==> src/rtl/control_unit.sv <==
// rtl/control_unit.sv - Moore sequencer driving the 8-bit data_path register enables and bus selects
module control_unit (
  input  logic       Clk,
  input  logic       Reset,
  input  logic [7:0] IR,
  input  logic [3:0] CCR_Result,
  output logic       IR_Load,
  output logic       MAR_Load,
  output logic       PC_Load,
  output logic       PC_Inc,
  output logic       A_Load,
  output logic       B_Load,
  output logic       CCR_Load,
  output logic [1:0] Bus1_Sel,
  output logic [1:0] Bus2_Sel,
  output logic [2:0] ALU_Sel,
  output logic       write
);

  localparam logic [7:0] LDA_IMM = 8'h86;
  localparam logic [7:0] LDA_DIR = 8'h87;
  localparam logic [7:0] LDB_IMM = 8'h88;
  localparam logic [7:0] LDB_DIR = 8'h89;
  localparam logic [7:0] STA_DIR = 8'h96;
  localparam logic [7:0] STB_DIR = 8'h97;
  localparam logic [7:0] ADD_AB  = 8'h42;
  localparam logic [7:0] SUB_AB  = 8'h43;
  localparam logic [7:0] AND_AB  = 8'h44;
  localparam logic [7:0] OR_AB   = 8'h45;
  localparam logic [7:0] BRA     = 8'h20;
  localparam logic [7:0] BEQ     = 8'h23;
  localparam logic [7:0] BNE     = 8'h24;

  localparam logic [1:0] B1_PC  = 2'b00;
  localparam logic [1:0] B1_A   = 2'b01;
  localparam logic [1:0] B1_B   = 2'b10;
  localparam logic [1:0] B2_ALU = 2'b00;
  localparam logic [1:0] B2_B1  = 2'b01;
  localparam logic [1:0] B2_MEM = 2'b10;

  // Wider than needed so that stray encodings exist and fall back to fetch
  typedef enum logic [3:0] {
    S0 = 4'd0, S1 = 4'd1, S2 = 4'd2, S3 = 4'd3,
    S4 = 4'd4, S5 = 4'd5, S6 = 4'd6, S7 = 4'd7
  } state_t;

  state_t state;
  state_t next_state;

  logic is_ld_imm;
  logic is_ld_dir;
  logic is_st_dir;
  logic is_alu;
  logic is_branch;
  logic is_known;
  logic br_taken;

  // Only Z steers the sequencer; N, V and C are carried for the data_path alone
  logic unused_flags;
  assign unused_flags = ^{CCR_Result[3], CCR_Result[1:0]};

  // Instruction class decode from the held IR
  assign is_ld_imm = (IR == LDA_IMM) || (IR == LDB_IMM);
  assign is_ld_dir = (IR == LDA_DIR) || (IR == LDB_DIR);
  assign is_st_dir = (IR == STA_DIR) || (IR == STB_DIR);
  assign is_alu    = (IR == ADD_AB) || (IR == SUB_AB) || (IR == AND_AB) || (IR == OR_AB);
  assign is_branch = (IR == BRA) || (IR == BEQ) || (IR == BNE);
  assign is_known  = is_ld_imm || is_ld_dir || is_st_dir || is_alu || is_branch;
  assign br_taken  = (IR == BRA) ||
                     ((IR == BEQ) && CCR_Result[2]) ||
                     ((IR == BNE) && !CCR_Result[2]);

  // State register; reset drops straight back to fetch even mid-instruction
  always_ff @(posedge Clk or negedge Reset) begin
    if (!Reset) begin
      state <= S0;
    end else begin
      state <= next_state;
    end
  end

  // Next-state sequencing per instruction class
  always_comb begin
    next_state = S0;
    unique case (state)
      S0: next_state = S1;
      S1: next_state = S2;
      S2: next_state = S3;
      S3: next_state = is_known ? S4 : S0;
      S4: next_state = (is_alu || !is_known) ? S0 : S5;
      S5: next_state = (is_ld_dir || is_st_dir) ? S6 : S0;
      S6: next_state = S7;
      S7: next_state = S0;
      default: next_state = S0;
    endcase
  end

  // Moore output decode; CCR_Result reaches the outputs only through the S5 branch decision
  always_comb begin
    IR_Load  = 1'b0;
    MAR_Load = 1'b0;
    PC_Load  = 1'b0;
    PC_Inc   = 1'b0;
    A_Load   = 1'b0;
    B_Load   = 1'b0;
    CCR_Load = 1'b0;
    write    = 1'b0;
    Bus1_Sel = B1_PC;
    Bus2_Sel = B2_ALU;
    ALU_Sel  = 3'b000;
    unique case (state)
      S0: begin
        Bus1_Sel = B1_PC;
        Bus2_Sel = B2_B1;
        MAR_Load = 1'b1;
      end
      S1: PC_Inc = 1'b1;
      S2: begin
        Bus2_Sel = B2_MEM;
        IR_Load  = 1'b1;
      end
      S3: ;
      S4: begin
        if (is_alu) begin
          Bus2_Sel = B2_ALU;
          A_Load   = 1'b1;
          CCR_Load = 1'b1;
          unique case (IR)
            SUB_AB:  ALU_Sel = 3'b001;
            AND_AB:  ALU_Sel = 3'b010;
            OR_AB:   ALU_Sel = 3'b011;
            default: ALU_Sel = 3'b000;
          endcase
        end else if (is_known) begin
          // Point MAR at the operand byte
          Bus1_Sel = B1_PC;
          Bus2_Sel = B2_B1;
          MAR_Load = 1'b1;
        end
      end
      S5: begin
        if (is_ld_imm) begin
          Bus2_Sel = B2_MEM;
          A_Load   = (IR == LDA_IMM);
          B_Load   = (IR == LDB_IMM);
          PC_Inc   = 1'b1;
        end else if (is_branch && br_taken) begin
          Bus2_Sel = B2_MEM;
          PC_Load  = 1'b1;
        end else if (is_known) begin
          // Direct ops and untaken branches step over the operand
          PC_Inc = 1'b1;
        end
      end
      S6: begin
        if (is_ld_dir || is_st_dir) begin
          Bus2_Sel = B2_MEM;
          MAR_Load = 1'b1;
        end
      end
      S7: begin
        if (is_ld_dir) begin
          Bus2_Sel = B2_MEM;
          A_Load   = (IR == LDA_DIR);
          B_Load   = (IR == LDB_DIR);
        end else if (is_st_dir) begin
          Bus1_Sel = (IR == STA_DIR) ? B1_A : B1_B;
          write    = 1'b1;
        end
      end
      default: ;
    endcase
  end

endmodule

==> config.mk <==
export PLATFORM = sky130hd
export DESIGN_NAME = control_unit
export DESIGN_NICKNAME = d
export VERILOG_FILES = /design/src/rtl/control_unit.sv
export SDC_FILE = /design/constraint.sdc
export NUM_CORES = 1
export LEC_CHECK = 0
export BUFFER_PORTS_ARGS = -buffer_cell sky130_fd_sc_hd__buf_4
export CAP_MARGIN = 0
export CELL_PAD_IN_SITES_DETAIL_PLACEMENT = 1
export CELL_PAD_IN_SITES_GLOBAL_PLACEMENT = 1
export CORE_UTILIZATION = 32
export DETAILED_ROUTE_END_ITERATION = 8
export PLACE_DENSITY = 0.85
export SLEW_MARGIN = 20
export SYNTH_ARGS = -nofsm -noshare
export SYNTH_HDL_FRONTEND = slang
export SYNTH_SLANG_ARGS = --single-unit
==> constraint.sdc <==
create_clock -name Clk -period 2.9 [get_ports Clk]
set_input_delay 0.29 -clock Clk [delete_from_list [all_inputs] [get_ports Clk]]
set_output_delay 0.29 -clock Clk [all_outputs]
set_load 0.05 [all_outputs]
-- Word-level counts from Yosys, hierarchy flattened
Cells that the tools add are included.
- equality and inequality tests: 20
- reduce and logical (&&, ||, !) cells: 22
- mux-type cells: 40
- operators with widths (kind ; count):
    $eq A8 B8 Y1 const B ; 6
    $eq A8 B7 Y1 const B ; 4
    $eq A8 B6 Y1 const B ; 3
    $pmux W3 S7 ; 1
    $mux W1 ; 20
    $mux W2 ; 10
    $eq A4 B3 Y1 const B ; 4
    $logic_or A1 B1 Y1 ; 16
    $pmux W2 S6 ; 1
    $mux W3 ; 3
    $eq A4 B2 Y1 const B ; 2
    $pmux W1 S3 ; 2
    $pmux W2 S3 ; 1
    $eq A4 B1 Y1 const B ; 1
    $logic_not A4 Y1 ; 1
    $pmux W1 S2 ; 2
    $logic_and A1 B1 Y1 ; 3
    $logic_not A1 Y1 ; 2
- logic and storage cells: 83
- bits in registers: 4

-- Depth between registers and ports, before layout
Gate-level depths: netlist of the first run.
- word-level depth: 10
- gate-level depth with buffers: 5

-- Least setup slack after synthesis of the first run
No wires, ideal clock.
- kind: reg-to-output
- from: register state[2]
- to: output port A_Load
- data arrival time: 2.507 ns
- cell stages (with the launch flop): 5
- required time: 2.610 ns
- buffers on the path: 1
- slack: 0.103 ns
- cell sequence: dfrtp_1 clkbuf_1 nand4_1 nor3_1 o21bai_1
- word-level cells in the longest chain between the ends: 2
- elaborated cells on any way between the ends: 4
- ends and longest elaborated chain (what ; RTL line ; text):
    start, declared ; 47 ; state_t state;
    start signal, assigned ; 78 ; state <= next_state;
    $eq A4 B3 Y1 ; 111 ; unique case (state)
    $pmux W1 S3 * ; 111 ;
    end, declared ; 11 ; output logic A_Load,
Every way passes the cells marked *; elsewhere a longest branch is shown, timed or not.

-- Worst setup path in the final report of the first run
- from: register state[2]
- to: output port Bus2_Sel[1]
- word-level cells in the longest chain between the ends: 2
- elaborated cells on any way between the ends: 7
- ends and longest elaborated chain (what ; RTL line ; text):
    $eq A4 B3 Y1, or another cell as far along ; 111 ;
    $pmux W2 S6 * ; 111 ;
    end, declared ; 15 ; output logic [1:0] Bus2_Sel,
Marked as above.

==> run summary, run 1 <==
Initial Util: 35.6%
Port Buffers: 24
Ys Warns: 0
Number of CTS-inserted buffers: 3
Mapped Cells: 72
Rows: 14
R2R Path Start: state[1]
Critical path type: reg -> out
Setup WS post-layout: 0.462 ns
Core Area: 1580 sq um
Data arrival, critical path: 2.15 ns
Final ANT Viol Nets: 0
Initial antenna violation count: 0
Worst flop-to-flop path endpoint: state[0]
Crit end category: output pin
First-pass GRT wire length: 2440 um
Leading area contributor after synthesis: dfrtp_1
Total Routing Usage GR: 17.6%
Slew HR: 66.7%
Fillers: 204
Final setup vio count: 0
Clk slew on worst S/H paths: 0.04 ns
Yosys reg bits: 3
Pwr/cell area: 610 nW/um^2
Syn Nets: 86
Drt total wl: 1650 um
Combinational Power Share: 64.3%
Starting DRT DRC Count: 11
DRT Pass-1 Iters: 6
Top Registers: state x3
Gpl congestion: 0.771
Setup TNS: 0 ns
Slew at the pin closest to its max-slew limit: 0.499 ns
Worst EP required: 2.61 ns
Reg power frac: 19.7%
Place WS: 0.638 ns
Clock root cell: clkbuf_4
Htree depth: 1
Final Hold Viols: 0
Crit path cell chain: nand4bb_1 > or4_1 > a21oi_1 > a311o_1 > buf_4
Count of different cell masters after synthesis: 40
Net Sw Power: 0.000261 W
Biggest register: state
Post-synth top area share: 13.4%
Crit path max-delay cell type: dfrtp_1
Startpoint class of the critical path: flip-flop
CTS tree: done
Int Pwr: 0.000210 W
Commonest cells post-synth: 7 x nor2_1, 6 x nand2_1, 5 x nor3_1
Vias in the first global route: 557
Switch share: 55.4%
DRC: 0
Synth Cell Area: 562 sq um
Flip-flop count of the largest register after layout: 3
Tmin final: 2.44 ns
Most common cell in the netlist: nor2_1
Primary FF master, synth: dfrtp_1
VDD IR max: 0.000460 V
Crit path from: state[2]
Pins Over Slew Limit: 0
Leakage power: 0.310 nW
Syn Area/Cell: 7.80 sq um
Clk buf depth: 2
Worst-Skew Late Latency: 0.24 ns
Chip height: 43.9 um
Pin count of the biggest net entering global routing: 15
RSZ-0062 raised after global routing: false
Layout Skew: 0.00162 ns
Slowest stage delay, CP: 0.60 ns
Setup slack, reg-to-reg: 1.70 ns
Outcome: completed
Hold Crit Class: in -> async
Chip width: 43.9 um
Wire per inst: 14.6 um
Highest clock rate: 0.410 GHz
Die area: 1930 sq um
Nets: 112
Total number of vias: 652
Sequential element share of the synthesized area: 13.4%
Clock power frac: 15.9%
Average vias per placed instance: 5.77
Number of synthesized flops with an enable pin: 0
Worst Path Buf+Inv: 1
P&R area growth vs syn: 37.4%
Clk sinks: 3
Fin crit share: 84.1%
Ys async rst share: 100%
Detailed Place HPWL: 1280 um
Crit path max fanout: 14
Setup bufs post-CTS: 0
# IOs: 29
Max-Cap Viols: 0
Remaining Overflow, GRT: 0
Worst R2R Path Depth: 4
Share of cells above drive strength 1: 37.1%
Critical path's top delay family: simple AND/OR/NAND/NOR gates
Top cells by area, synth: dfrtp_1 13%, a2111oi_2 5.3%, a2111oi_4 4.9%, nor2_1 4.7%, nor3_1 4.5%
Ant diodes: 0
==> repair_timing <==
item | in CTS | in global routing
gates resized for setup | 0 | 0
hold buffers | 1 | 0
hold endpoints to repair | 3 | 0
==> layer usage <==
metal	wire length [um]	vias to the layer above	track usage (%)
met1	795	308	22.3
met2	776	18	29.0
met3	56	2	2.50
met4	21	0	9.09
met5	0	-	0
li1	-	324	-
==> layout by cell type (no fill, tap or decap), drive strengths merged <==
cell,n
buf,24
nor2,7
nand2,6
nor3,5
clkbuf,4
inv,3
and2,3
dfrtp,3
a2111oi,3
a21oi,3
nor2b,2
xor2,2
and3,2
nand3b,2
o21ai,2
nor4,2
a211oi,2
a31oi,2
or3,2
or4b,1
or3b,1
or2,1
nor4b,1
nand4,1
nand4bb,1
a2111o,1
or4,1
o21bai,1
a311oi,1
a21boi,1
nand2b,1
a311o,1
a21bo,1
nand3,1
nand4b,1
conb,1
dlygate4sd3,1
==> worst reg2reg max path: cells and delay by family, from the launching register on <==
kind                   cells  cell delay [ns]
DFF                        1             0.52
AOI/OAI and AO/OA          1             0.31
buffers and inverters      1             0.13
and+or+nand+nor            2             0.13
==> worst max path at each step <==
stage | depth (start not counted) | slack, ns | endpoint
4_1_cts | 5 | 0.48 | Bus2_Sel[1]
2_1_floorplan | 4 | 0.10 | A_Load
3_3_place_gp | 6 | 0.64 | PC_Inc
6_report | 5 | 0.46 | Bus2_Sel[1]
5_1_grt | 5 | 0.33 | Bus2_Sel[1]
3_5_place_dp | 6 | 0.64 | PC_Inc
==> final cells by class <==
cell class                 count  area [sq um]  area share, %
clock buffer                   4          26.3           3.40
inverter                       3          11.3           1.46
multi-input combinational     62           449           58.2
sequential                     3          75.1           9.72
tap                           16          20.0           2.59
timing repair buffer          25           190           24.6
==> metrics by stage <==
stage | area, sq um | hold slack, ns | total power, W | std cells | util (%)
3_5_place_dp | 736 | 0.0800 | 0.000395 | 108 | 46.7
2_1_floorplan | 562 | -0.00559 | 0.000308 | 72 | -
3_3_place_gp | 736 | 0.0788 | 0.000391 | 108 | 46.7
6_report | 772 | 0.392 | 0.000471 | 113 | 49.0
5_1_grt | 772 | 0.386 | 0.000502 | 113 | 49.0
4_1_cts | 772 | 0.363 | 0.000476 | 113 | 49.0
==> power by group through the flow <==
stage | Combinational [W] | Clock, W | Sequential (W)
after floorplan | 0.000240 | 0 | 0.0000679
after global placement | 0.000299 | 0 | 0.0000921
after detailed placement | 0.000302 | 0 | 0.0000928
after CTS | 0.000305 | 0.0000791 | 0.0000920
after global routing | 0.000322 | 0.0000825 | 0.0000974
final | 0.000303 | 0.0000750 | 0.0000930
==> logic make-up after synthesis <==
kind of cell           Yosys count  synth area share (%)
AND/OR/NAND/NOR                 41                  44.8
AO/OA/AOI/OAI                   18                  31.4
buffers and inverters            7                  6.68
flip-flops                       3                  13.4
XOR/XNOR                         2                  3.12
other                            1                 0.668
Power figures use the tool's default switching activity.
==> inputs of run 2 (changes only) <==
ABC_AREA = 1   (was default)
CORE_ASPECT_RATIO = 1.75   (was default)
CORE_UTILIZATION = 24   (was 32)
PLACE_DENSITY = 0.75   (was 0.85)
clock period = 2 ns   (was 2.9 ns; I/O delays follow)
==> run 2 against run 1 <==
Worst setup slack worse by 0.29 ns; register-to-register slack got worse by 0.88 ns; critical path depth up 1; via count grew 19%; cell count is 50% higher; flip-flop and latch count unchanged; first-iteration DRC count shrank 91%.
==> run summary, run 2 <==
Post-CTS Resized: 0 (unchanged)
Fillers: 327 (+60%)
Yosys reg bits: 3 (unchanged)
Ys Warns: 0 (unchanged)
Fin crit share: 91.2%
Clk sinks: 3 (unchanged)
VDD IR max: 0.000266 V (-42%)
Synth Cell Area: 586 sq um (+4.2%)
Outcome: completed
Primary FF master, synth: dfrtp_1
Number of CTS-inserted buffers: 3 (unchanged)
Final Hold Viols: 0 (unchanged)
Commonest cells after routing, fill and taps aside: 35 x nand2_1, 25 x nor2_1, 24 x buf_4, 19 x inv_1, 7 x nand3_1
Mapped Cells: 117 (+63%)
Data arrival, critical path: 1.62 ns (-0.53 ns)
Port Buffers: 24 (unchanged)
Drt total wl: 1800 um (+9.2%)
Critical path type: reg -> out
Nets: 160 (+43%)
Crit end category: output pin
Starting DRT DRC Count: 1 (-10)
Placed cells: 165 (+53%)
Startpoint class of the critical path: flip-flop
Number of synthesized flops with an enable pin: 0 (unchanged)
R2R Path Start: state[1]
Remaining Overflow, GRT: 0 (unchanged)
Commonest cells post-synth: 35 x nand2_1, 28 x nor2_1, 19 x inv_1, 7 x nand3_1, 5 x nand2_2
Crit path from: state[1]
Initial antenna violation count: 0 (unchanged)
Pins Over Slew Limit: 0 (unchanged)
DRT Pass-1 Iters: 2 (-4)
Count of different cell masters after synthesis: 19 (-53%)
Core Area: 2300 sq um (+46%)
Setup TNS: 0 ns (unchanged)
Detailed Place HPWL: 1640 um (+28%)
Initial Util: 25.4% (-10 points)
Commonest non-fill, non-tap cell in the layout: nand2_1
Leading area contributor after synthesis: nand2_1
Ant diodes: 0 (unchanged)
Flip-flop count of the largest register after layout: 3 (unchanged)
Htree depth: 1 (unchanged)
Clk slew on worst S/H paths: 0.03 ns (about the same)
Chip height: 67.3 um (+53%)
Average vias per placed instance: 4.55 (-21%)
Syn Area/Cell: 5.00 sq um (-36%)
Clk buf depth: 2 (unchanged)
Crit path max fanout: 4 (-10)
Leakage power: 0.466 nW (+50%)
Final setup vio count: 0 (unchanged)
Hold Crit Class: in -> async
# IOs: 29 (unchanged)
Most common cell in the netlist: nand2_1
Biggest register: state
Rows: 23 (+9)
First-pass GRT wire length: 2980 um (+22%)
Share of cells above drive strength 1: 31.7% (-5.4 points)
Layout Skew: 0.000316 ns (-0.00131 ns)
Highest clock rate: 0.548 GHz
Total Routing Usage GR: 15.8% (-1.9 points)
Max-Cap Viols: 0 (unchanged)
Syn Nets: 131 (+52%)
DRC: 0 (unchanged)
Clock root cell: clkbuf_8
Tmin final: 1.82 ns
Fin Hold WS: 0.317 ns (-0.0753 ns)
Post-synth top area share: 22.4% (+9.1 points)
Top Registers: state x3
Sequential element share of the synthesized area: 12.8% (-0.54 points)
RSZ-0062 raised after global routing: false
Ys async rst share: 100% (unchanged)
Worst EP required: 1.80 ns (-0.81 ns)
Vias in the first global route: 790 (+42%)
Final ANT Viol Nets: 0 (unchanged)
Total number of vias: 773 (+19%)
CTS tree: done
Pin count of the biggest net entering global routing: 6 (-9)
Top cells by area, synth: nand2_1 22%, nor2_1 18%, dfrtp_1 13%, inv_1 12%, nand3_1 6.0%
P&R area growth vs syn: 45.5%
Non-Filler Instances: 170 (+50%)
Worst-Skew Late Latency: 0.21 ns (-0.03 ns)
Pwr/cell area: 911 nW/um^2 (+49%)
Wire per inst: 10.6 um (-27%)
Die area: 2650 sq um (+37%)
Chip width: 39.3 um (-10%)
Gpl congestion: 0.729 (-5.5%)
## run 2: changes by cell type in the layout (fill, tap and decap cells not counted), moves of 4 or more
cell	before	now
nand2_1	6	35
nand2_2	0	5
nand3_1	1	7
inv_1	3	19
nor2_1	7	25
nor3_1	5	1
inv_2	0	4
## run 2: final timing paths
kind,endpoint,slack (ns),cells past startpoint
max reg2reg,state[2],0.82,5
min in group Clk,state[0],0.59,7
min reg2reg,state[2],0.70,3
max in group asynchronous,state[2],1.59,2
min,state[0],0.32,2
max,A_Load,0.18,6
## run 2: worst max-delay path: stages (launching register included)
cell and delay (ns):
dfrtp_1 0.40, nor2_1 0.19, inv_1 0.06, nor2_1 0.25, inv_1 0.11, o221ai_1 0.16
buf_4 0.23
## run 2: kinds of logic after synthesis
family	count (synthesis)	synth area share, %
flops	3	12.8
buf+inv	24	16.0
compound gates	7	7.48
other cells	1	0.640
simple gates	82	63.0
## run 2: cell type report
type                    count  area [sq um]  area share (%)
clock buffers               4          45.0            5.29
inverters                  23          86.3            10.1
multi-input cells          90           424            49.8
flip-flops and latches      3          75.1            8.81
well taps                  25          31.3            3.67
repair buffers             25           190            22.3
## run 2: metal layers
metal / vias up / GRT usage [%] / wire length [um]
li1: 403 / - / -
met2: 17 / 34.2 / 1140
met5: - / 0 / 0
met4: 0 / 7.76 / 0
met3: 0 / 0 / 58
met1: 353 / 12.7 / 599
## run 2: timing repair
item                                    in CTS  in global routing
hold endpoints to repair                     3                  0
hold buffers                                 1                  0
endpoints found under the setup margin       0                  0
setup buffers                                0                  0
## run 2: metrics by stage
stage	power (W)	utilization (%)	instance area, sq um	worst slack [ns]
after floorplan	0.000457	-	593	0.0999
after detailed placement	0.000606	34.6	797	0.330
after CTS	0.000790	37.0	852	0.139
after global routing	0.000841	37.0	852	0.00970
after global placement	0.000598	34.6	797	0.383
final	0.000776	37.0	852	0.175
## run 2: report_power, final
part / leakage [nW] / switching [W] / internal (W)
Combinational: 0.406 / 0.000349 / 0.000145
Sequential: 0.0378 / 0.0000223 / 0.0000840
Clock: 0.0228 / 0.0000396 / 0.000136
